`config.mk`:
```
export PLATFORM = sky130hd
export DESIGN_NAME = time_report_tx
export DESIGN_NICKNAME = d
export VERILOG_FILES = /design/src/rtl/uart_pkg.sv /design/src/rtl/time_report_tx_bin2dec99.sv /design/src/rtl/time_report_tx.sv
export SDC_FILE = /design/constraint.sdc
export NUM_CORES = 1
export LEC_CHECK = 0
export CAP_MARGIN = 10
export CORE_ASPECT_RATIO = 0.75
export CORE_MARGIN = 2
export CORE_UTILIZATION = 55
export DETAILED_ROUTE_END_ITERATION = 10
export DONT_BUFFER_PORTS = 1
export PLACE_DENSITY = 0.7
export SKIP_CTS_REPAIR_TIMING = 1
export SLEW_MARGIN = 30
export SYNTH_ARGS = -nofsm -noshare
export SYNTH_HDL_FRONTEND = slang
export SYNTH_SLANG_ARGS = --single-unit
```
`constraint.sdc`:
```
create_clock -name clk -period 3.3 [get_ports clk]
set_clock_uncertainty 0.1 [all_clocks]
set_input_delay 0.33 -clock clk [delete_from_list [all_inputs] [get_ports clk]]
set_output_delay 0.33 -clock clk [all_outputs]
set_load 0.03 [all_outputs]
```
`src/rtl/uart_pkg.sv`:
```
// Shared constants for the UART byte-FIFO writers: ASCII codes, frame length,
// state encoding of the time-report FSM and a digit-to-ASCII helper.
package uart_pkg;

    localparam logic [7:0] ASCII_ZERO  = 8'h30;
    localparam logic [7:0] ASCII_COLON = 8'h3A;
    localparam logic [7:0] ASCII_DOT   = 8'h2E;
    localparam logic [7:0] ASCII_CR    = 8'h0D;
    localparam logic [7:0] ASCII_LF    = 8'h0A;

    localparam int FRAME_LEN = 7;

    localparam logic [1:0] ENC_IDLE  = 2'd0;
    localparam logic [1:0] ENC_LATCH = 2'd1;
    localparam logic [1:0] ENC_CONV  = 2'd2;
    localparam logic [1:0] ENC_SEND  = 2'd3;

    typedef enum logic [1:0] {
        S_IDLE  = ENC_IDLE,
        S_LATCH = ENC_LATCH,
        S_CONV  = ENC_CONV,
        S_SEND  = ENC_SEND
    } state_t;

    function automatic logic [7:0] ascii_digit(input logic [3:0] n);
        return ASCII_ZERO + {4'd0, n};
    endfunction

endpackage

```
`src/rtl/time_report_tx_bin2dec99.sv`:
```
// Combinational binary-to-BCD for one two-digit field; inputs above 99 saturate to 99.
module bin2dec99 (
    input  logic [6:0] i_bin,
    output logic [3:0] o_tens,
    output logic [3:0] o_ones
);

    logic [6:0] w_val;

    always_comb begin
        w_val  = (i_bin > 7'd99) ? 7'd99 : i_bin;
        o_tens = 4'd0;
        for (int i = 1; i <= 9; i++) begin
            if (w_val >= 7'(i * 10)) o_tens = 4'(i);
        end
        o_ones = 4'(w_val - 7'(o_tens) * 7'd10);
    end

endmodule

```
`src/rtl/time_report_tx.sv`:
```
// Formats the displayed time as "HH<sep>LL\r\n" and pushes it byte-by-byte into
// the UART TX FIFO, on request or on a periodic tick.
module time_report_tx
    import uart_pkg::*;
#(
    parameter int unsigned PERIOD_TICKS = 100_000_000
) (
    input  logic       clk,
    input  logic       reset,
    input  logic       req,
    input  logic [6:0] digit_h,
    input  logic [6:0] digit_l,
    input  logic       dot,
    input  logic       fifo_full,
    output logic [7:0] wr_data,
    output logic       wr_en,
    output logic       busy,
    output logic       overrun
);

    localparam int CNT_W = (PERIOD_TICKS > 1) ? $clog2(PERIOD_TICKS) : 1;
    localparam logic [CNT_W-1:0] CNT_LAST = CNT_W'((PERIOD_TICKS == 0) ? 0 : PERIOD_TICKS - 1);
    localparam logic [2:0] IDX_DONE = 3'(FRAME_LEN);

    state_t           r_state;
    state_t           w_next;
    logic [CNT_W-1:0] r_tick_cnt;
    logic             w_tick;
    logic             w_trigger;
    logic             r_pending;
    logic             r_overrun;
    logic [2:0]       r_idx;
    logic             w_issue;
    logic [7:0]       w_byte;
    logic             r_wr_en;
    logic [7:0]       r_wr_data;

    logic [6:0]       r_h;
    logic [6:0]       r_l;
    logic             r_dot;
    logic [3:0]       w_tens_h, w_ones_h, w_tens_l, w_ones_l;
    logic [3:0]       r_tens_h, r_ones_h, r_tens_l, r_ones_l;

    bin2dec99 u_conv_h (
        .i_bin  (r_h),
        .o_tens (w_tens_h),
        .o_ones (w_ones_h)
    );

    bin2dec99 u_conv_l (
        .i_bin  (r_l),
        .o_tens (w_tens_l),
        .o_ones (w_ones_l)
    );

    assign w_tick    = (PERIOD_TICKS != 0) && (r_tick_cnt == CNT_LAST);
    assign w_trigger = req | w_tick;

    // The first byte is decided during CONV, before the tens/ones registers are loaded,
    // so it takes the converter output directly; this gives the 3-cycle request latency.
    always_comb begin
        w_next  = r_state;
        w_issue = 1'b0;
        case (r_state)
            S_IDLE:  if (w_trigger || r_pending) w_next = S_LATCH;
            S_LATCH: w_next = S_CONV;
            S_CONV: begin
                w_next  = S_SEND;
                w_issue = !fifo_full;
            end
            S_SEND: begin
                if (r_idx == IDX_DONE) w_next = S_IDLE;
                else                   w_issue = !fifo_full;
            end
            default: w_next = S_IDLE;
        endcase
    end

    always_comb begin
        w_byte = 8'h00;
        case (r_idx)
            3'd0:    w_byte = ascii_digit((r_state == S_CONV) ? w_tens_h : r_tens_h);
            3'd1:    w_byte = ascii_digit(r_ones_h);
            3'd2:    w_byte = r_dot ? ASCII_DOT : ASCII_COLON;
            3'd3:    w_byte = ascii_digit(r_tens_l);
            3'd4:    w_byte = ascii_digit(r_ones_l);
            3'd5:    w_byte = ASCII_CR;
            3'd6:    w_byte = ASCII_LF;
            default: w_byte = 8'h00;
        endcase
    end

    always_ff @(posedge clk) begin
        if (reset) begin
            r_state    <= S_IDLE;
            r_tick_cnt <= '0;
            r_pending  <= 1'b0;
            r_overrun  <= 1'b0;
            r_idx      <= 3'd0;
            r_wr_en    <= 1'b0;
            r_wr_data  <= 8'h00;
        end else begin
            r_state <= w_next;

            if (PERIOD_TICKS == 0 || r_tick_cnt == CNT_LAST) r_tick_cnt <= '0;
            else                                             r_tick_cnt <= r_tick_cnt + CNT_W'(1);

            // Leaving IDLE always consumes the pending request, so clearing it in IDLE is enough.
            if (r_state == S_IDLE) begin
                r_pending <= 1'b0;
            end else if (w_trigger) begin
                if (r_pending) r_overrun <= 1'b1;
                else           r_pending <= 1'b1;
            end

            r_wr_en <= w_issue;
            if (w_issue) begin
                r_wr_data <= w_byte;
                r_idx     <= r_idx + 3'd1;
            end else if (r_state == S_IDLE) begin
                r_idx <= 3'd0;
            end
        end
    end

    always_ff @(posedge clk) begin
        if (r_state == S_LATCH) begin
            r_h   <= digit_h;
            r_l   <= digit_l;
            r_dot <= dot;
        end
        if (r_state == S_CONV) begin
            r_tens_h <= w_tens_h;
            r_ones_h <= w_ones_h;
            r_tens_l <= w_tens_l;
            r_ones_l <= w_ones_l;
        end
    end

    assign wr_data = r_wr_data;
    assign wr_en   = r_wr_en;
    assign busy    = (r_state != S_IDLE);
    assign overrun = r_overrun;

endmodule

```
==> results of run 1 <==
synth_stat cells (2+ instances only):
cell type | n | area, um^2
a21oi_1 | 24 | 120
a31oi_1 | 4 | 25.0
and3_1 | 5 | 31.3
and4_1 | 2 | 17.5
buf_4 | 3 | 22.5
buf_6 | 3 | 33.8
clkbuf_1 | 14 | 52.6
dfxtp_1 | 45 | 901
edfxtp_1 | 27 | 811
fa_1 | 2 | 40.0
ha_1 | 13 | 163
inv_1 | 18 | 67.6
mux2_2 | 2 | 22.5
nand2_1 | 26 | 97.6
nand2b_1 | 10 | 62.6
nand3_1 | 16 | 80.1
nand3b_1 | 2 | 15.0
nand4_1 | 7 | 43.8
nor2_1 | 42 | 158
nor2_2 | 8 | 50.1
nor2b_1 | 5 | 31.3
nor3_1 | 6 | 30.0
nor3b_1 | 2 | 15.0
nor4_1 | 4 | 25.0
nor4b_1 | 2 | 17.5
o211ai_1 | 2 | 15.0
o21ai_0 | 18 | 90.1
o2bb2ai_1 | 2 | 17.5
o311ai_0 | 2 | 17.5
or2_1 | 2 | 12.5
or2_2 | 2 | 12.5
or3_1 | 3 | 18.8
or3b_2 | 2 | 17.5
xnor2_1 | 14 | 123
xor2_1 | 14 | 123
per-stage QoR:
step	cell area (um^2)	setup slack, ns	util [%]	hold WS [ns]	total power, W
2_1_floorplan	3670	0.896	-	0.324	0.00178
3_3_place_gp	3670	0.801	57.5	0.303	0.00188
3_5_place_dp	3670	0.694	57.5	0.305	0.00191
4_1_cts	3840	0.675	60.2	-0.0764	0.00254
5_1_grt	4000	0.514	62.7	0.0189	0.00272
6_report	4000	0.665	62.7	0.0403	0.00254
routing by layer:
metal	global-route usage, %	up-vias	share of wire (%)
met5	0	-	0
met4	5.78	0	0.70
met3	7.80	4	7.3
met2	27.2	69	42
met1	27.7	1272	50
li1	-	1352	-
path summary, 6_finish.rpt:
| check | from | end | cells past startpoint |
|---|---|---|---|
| max reg2reg | r_l[3] | r_ones_l[3] | 8 |
| min reg2reg | r_tens_h[3] | r_tens_h[3] | 1 |
| max | r_l[3] | r_ones_l[3] | 8 |
| min | reset | r_state[0] | 2 |
power breakdown:
group	internal [W]	total (W)	switching, W	leakage, nW
combinational	0.000268	0.000622	0.000354	0.712
sequential	0.00112	0.00129	0.000167	0.616
clock	0.000313	0.000628	0.000316	0.0937
total	0.00170	0.00254	0.000836	1.42
registers in the layout, indices dropped and copies added, names as in the netlist, 2 cells and up:
signal and count:
r_tens_h 4, r_idx 3, r_ones_l 4, wr_data 6, r_ones_h 4, r_h 7
r_state 2, r_l 7, r_tick_cnt 27, r_tens_l 4
cell type report:
| class | count | share of cell area (%) |
|---|---|---|
| Clock inverter | 3 | 0.407 |
| Multi-Input combinational cell | 271 | 44.1 |
| Timing Repair Buffer | 19 | 4.57 |
| Clock buffer | 13 | 3.97 |
| Tap cell | 81 | 2.53 |
| Inverter | 18 | 1.69 |
| Sequential cell | 72 | 42.8 |
kinds of logic after synthesis:
| kind of cell | after synthesis |
|---|---|
| buffers and inverters | 41 |
| and+or+nand+nor | 155 |
| DFF | 72 |
| other | 1 |
| muxes | 3 |
| xor gates and xnor gates | 28 |
| adders and majority gates | 15 |
| AOI/OAI and AO/OA | 68 |
worst reg2reg max path, stage by stage (launching register included):
cell      delay (ns)
edfxtp_1        0.52
nand3b_1        0.22
or3_1           0.32
o221ai_1        0.07
o21ai_0         0.20
ha_1            0.26
fa_1            0.37
xnor2_1         0.21
xor2_1          0.09
==> flow_summary.yaml, run 1 <==
status:
  status: "finished clean"
grt:
  grt_max_degree: 26
  grt_pass1_vias: 2306
  grt_pass1_wl_um: 11100
  antenna_found_initial: 0
  grt_usage_pct: 19.4
  overflow: 0
worst_setup_path:
  crit_buf_inv: 0
  timing.critical_path.max_delay_family: "adder cells"
  cp_max_fo: 11
  crit_type: "reg2reg"
  max_stage_delay_ns: 0.52
  worstPathRequired_ns: 3.27
  end_kind: "flip-flop"
  critPathSlowestCell: "edfxtp_1"
  reg2reg_slack_ns: 0.67
  worst_ep_arrival_time_ns: 2.61
  path_cells: "nand3b_1 -> or3_1 -> o221ai_1 -> o21ai_0 -> ha_1 -> fa_1 -> xnor2_1 -> xor2_1"
  startpoint_type: "flip-flop"
detailed_routing:
  wirelength_um: 6820
  avgViaCountPerCell: 5.65
  drtAntennaViolNets: 0
  remaining_drc_errors: 0
  drtIter0Drc: 141
  num_vias: 2697
  first_pass_iters: 4
  wire_per_inst_um: 14.3
logic_synthesis:
  yosysUniqueCellTypes: 65
  synthAdderAreaFrac_pct: 5.52
  synth_edf_count: 27
  syn_avg_cell_area_um2: 9.58
  seq_area_frac_synth_pct: 46.6
  synth_cells: 383
  synth.ff_latch_count: 72
  async_reset_ff_share_pct: 0
  synth_top_family_by_area: "simple AND/OR/NAND/NOR gates"
  ys.flop_type: "dfxtp_1"
  synth_warnings: 0
  netlist_area_um2: 3670
  synth_compound_area_share_pct: 11.7
  synth_xor_area_share_pct: 6.68
  synth_mux_area_share_pct: 0.886
  synthSimpleGateAreaFrac_pct: 23.0
cells_and_area:
  layout_commonest_cell: "dfxtp_1"
  final.fill_count: 530
  syn2layout_area_growth_pct: 9.00
  final_cells: 477
  regArea_um2: 1710
  layout.nets: 425
  layout_common_cells: "45 x dfxtp_1, 42 x nor2_1, 27 x edfxtp_1"
  drive_gt1_share_pct: 10.9
  diodes: 0
  multi_input_area_um2: 1760
floorplan:
  core_um2: 6380
  initial_core_util_pct: 57.5
  dieArea_um2: 7350
  die_width_um: 98.3
  rows: 25
  io_pins: 30
  die_h_um: 74.8
sta:
  max_freq_ghz: 0.380
  hold_viol: 0
  finalSetupTns_ns: 0
  finalCritPeriodShare_pct: 79.8
  fin_crit_ns: 2.63
  grt_setup_unrepaired: "no"
  slew_violations: 0
  setup_viol: 0
  slew_headroom_pct: 48.3
  worstMarginPinSlew_ns: 0.775
cts:
  path_clk_slew_ns: 0.07
  cts_tree: "built"
  clockRootBuffer: "clkbuf_8"
  clock_latency_ns: 0.34
  cts_buffers: 9
  clock_sinks: 72
  htreeDepth: 3
  cts.path.max_buffers: 2
run:
  cap_viol_max_count: 0
placement:
  dp_hpwl_um: 4600
  dp_cells: 445
  place_congestion: 0.819
  io_buffers: 0
power:
  p_per_area_nw_per_um2: 635
  power_leakage_nw: 1.42
  ir_drop_v: 0.000325
hold_path:
  holdCritPathClass: "in2reg"
No activity file was read; power rests on OpenSTA's default activity.
==> run 2: changes to the inputs <==
==> constraint.sdc (replaced) <==
create_clock -name clk -period 2.8 [get_ports clk]
set_clock_uncertainty 0.1 [all_clocks]
set_input_delay 0.28 -clock clk [delete_from_list [all_inputs] [get_ports clk]]
set_output_delay 0.28 -clock clk [all_outputs]
set_load 0.03 [all_outputs]
==> run 2 against run 1 <==
Via count hardly changed. Sequential power is 17% higher. Design area is 1.7% higher. Non-clock buffer count is 5 higher. Die area stayed put. Final cell count is 1.0% higher. Wire length is 2.8% higher. Register-to-register slack worse by 0.36 ns. Global-route usage is 1.0 points higher. Count of clock-buffer cells in the layout is 2 lower. First-iteration DRC count is 26% higher. Core utilization is 1.1 points higher. Critical path type unchanged. Critical endpoint unchanged.
==> flow_summary.yaml, run 2 (synthesized netlist as in run 1, its figures left out) <==
floorplan:
  rows: 25
  initial_core_util_pct: 57.5
  die_width_um: 98.3
  dieArea_um2: 7350
  core_um2: 6380
  die_h_um: 74.8
  io_pins: 30
sta:
  grt_setup_unrepaired: "no"
  fin_crit_ns: 2.50
  finalCritPeriodShare_pct: 89.1
  worstMarginPinSlew_ns: 0.717
  setup_viol: 0
  layout_setup_ws_ns: 0.305
  max_freq_ghz: 0.401
  hold_viol: 0
  finalSetupTns_ns: 0
  timing.hold.ws_ns: 0.0183
  slew_headroom_pct: 52.2
  slew_violations: 0
cts:
  cts_tree: "built"
  path_clk_slew_ns: 0.07
  cts_buffers: 9
  clock_sinks: 72
  clockRootBuffer: "clkbuf_8"
  cts.path.max_buffers: 2
  clock_latency_ns: 0.35
  htreeDepth: 3
grt:
  grt_usage_pct: 20.4
  overflow: 0
  grt_pass1_wl_um: 11700
  grt_pass1_vias: 2450
  antenna_found_initial: 0
  grt_max_degree: 20
cells_and_area:
  top_register: "r_tick_cnt"
  diodes: 0
  final_util_pct: 63.8
  largest_register_ffs: 27
  drive_gt1_share_pct: 12.2
  layout.nets: 430
  layout_common_cells: "45 x dfxtp_1, 42 x nor2_1, 27 x edfxtp_1"
  reg.largest.list: "r_tick_cnt: 27 flops, r_h: 7 flops, r_l: 7 flops"
  stdcell_area_um2: 4070
  syn2layout_area_growth_pct: 10.9
  layout_commonest_cell: "dfxtp_1"
  final.fill_count: 549
worst_setup_path:
  crit_type: "reg2reg"
  cp_num_cells: 8
  crit_buf_inv: 0
  path_cells: "nand3b_1 -> or3_1 -> o221ai_1 -> o21ai_0 -> ha_1 -> fa_1 -> xnor2_1 -> xor2_1"
  ff2ff_path_depth: 8
  max_stage_delay_ns: 0.53
  end_kind: "flip-flop"
  timing.critical_path.max_delay_family: "adder cells"
  worstPathRequired_ns: 2.79
  worst_ep_arrival_time_ns: 2.49
  startpoint_type: "flip-flop"
  critPathSlowestCell: "edfxtp_1"
  cp_max_fo: 11
detailed_routing:
  remaining_drc_errors: 0
  first_pass_iters: 4
  num_vias: 2698
  wirelength_um: 7010
  drtAntennaViolNets: 0
  avgViaCountPerCell: 5.60
  drtIter0Drc: 178
  wire_per_inst_um: 14.5
placement:
  dp_hpwl_um: 4900
  io_buffers: 0
  place_congestion: 0.827
  place_ws_ns: 0.320
  post_dp_cell_area_um2: 3700
power:
  ir_drop_v: 0.000394
  power_leakage_nw: 1.46
  p_per_area_nw_per_um2: 765
hold_path:
  holdPathStages: 2
  holdCritPathClass: "in2reg"
run:
  cap_viol_max_count: 0
status:
  status: "finished clean"
-- run 2: changes by cell type in the layout (fill, tap and decap cells not counted), sizes merged --
cell	change
buf	+5
bufinv	+1
clkbuf	-2
clkinv	+1
clkinvlp	+1
inv	-1
-- run 2: area by class of cell --
class | count | area [um^2] | share of cell area [%]
clock buffer | 11 | 151 | 3.72
clock inverter | 5 | 55.1 | 1.35
inverter | 18 | 67.6 | 1.66
multi-input combinational | 271 | 1760 | 43.3
sequential | 72 | 1710 | 42.1
tap | 81 | 101 | 2.49
timing repair buffer | 24 | 220 | 5.41
-- run 2: worst reg2reg max path, stage by stage (launching register included) --
cell and delay (ns):
edfxtp_1 0.53, nand3b_1 0.14, or3_1 0.32, o221ai_1 0.07, o21ai_0 0.18, ha_1 0.24, fa_1 0.38, xnor2_1 0.14
xor2_1 0.14
-- run 2: layer usage --
metal / track usage (%) / vias to the layer above / routed length, um
met2: 29.2 / 61 / 2910
met5: 0 / - / 0
li1: - / 1359 / -
met1: 29.3 / 1268 / 3550
met3: 6.96 / 10 / 441
met4: 7.00 / 0 / 102
-- run 2: power by group --
group	switching (W)	internal (W)	leakage (nW)
registers	0.000185	0.00132	0.616
logic	0.000424	0.000335	0.737
clock network	0.000390	0.000457	0.103
total	0.00100	0.00211	1.46
-- run 2: path summary, 6_finish.rpt --
path	start	endpoint	slack, ns
max	r_l[5]	r_ones_l[3]	0.30
min	reset	r_state[1]	0.02
max reg2reg	r_l[5]	r_ones_l[3]	0.30
min reg2reg	r_tick_cnt[0]	r_tick_cnt[0]	0.36
-- run 2: stage by stage --
stage               power [W]  cells
global placement      0.00224    450
global route          0.00333    482
finish                0.00311    482
CTS                   0.00312    466
floorplan             0.00210    384
detailed placement    0.00227    450
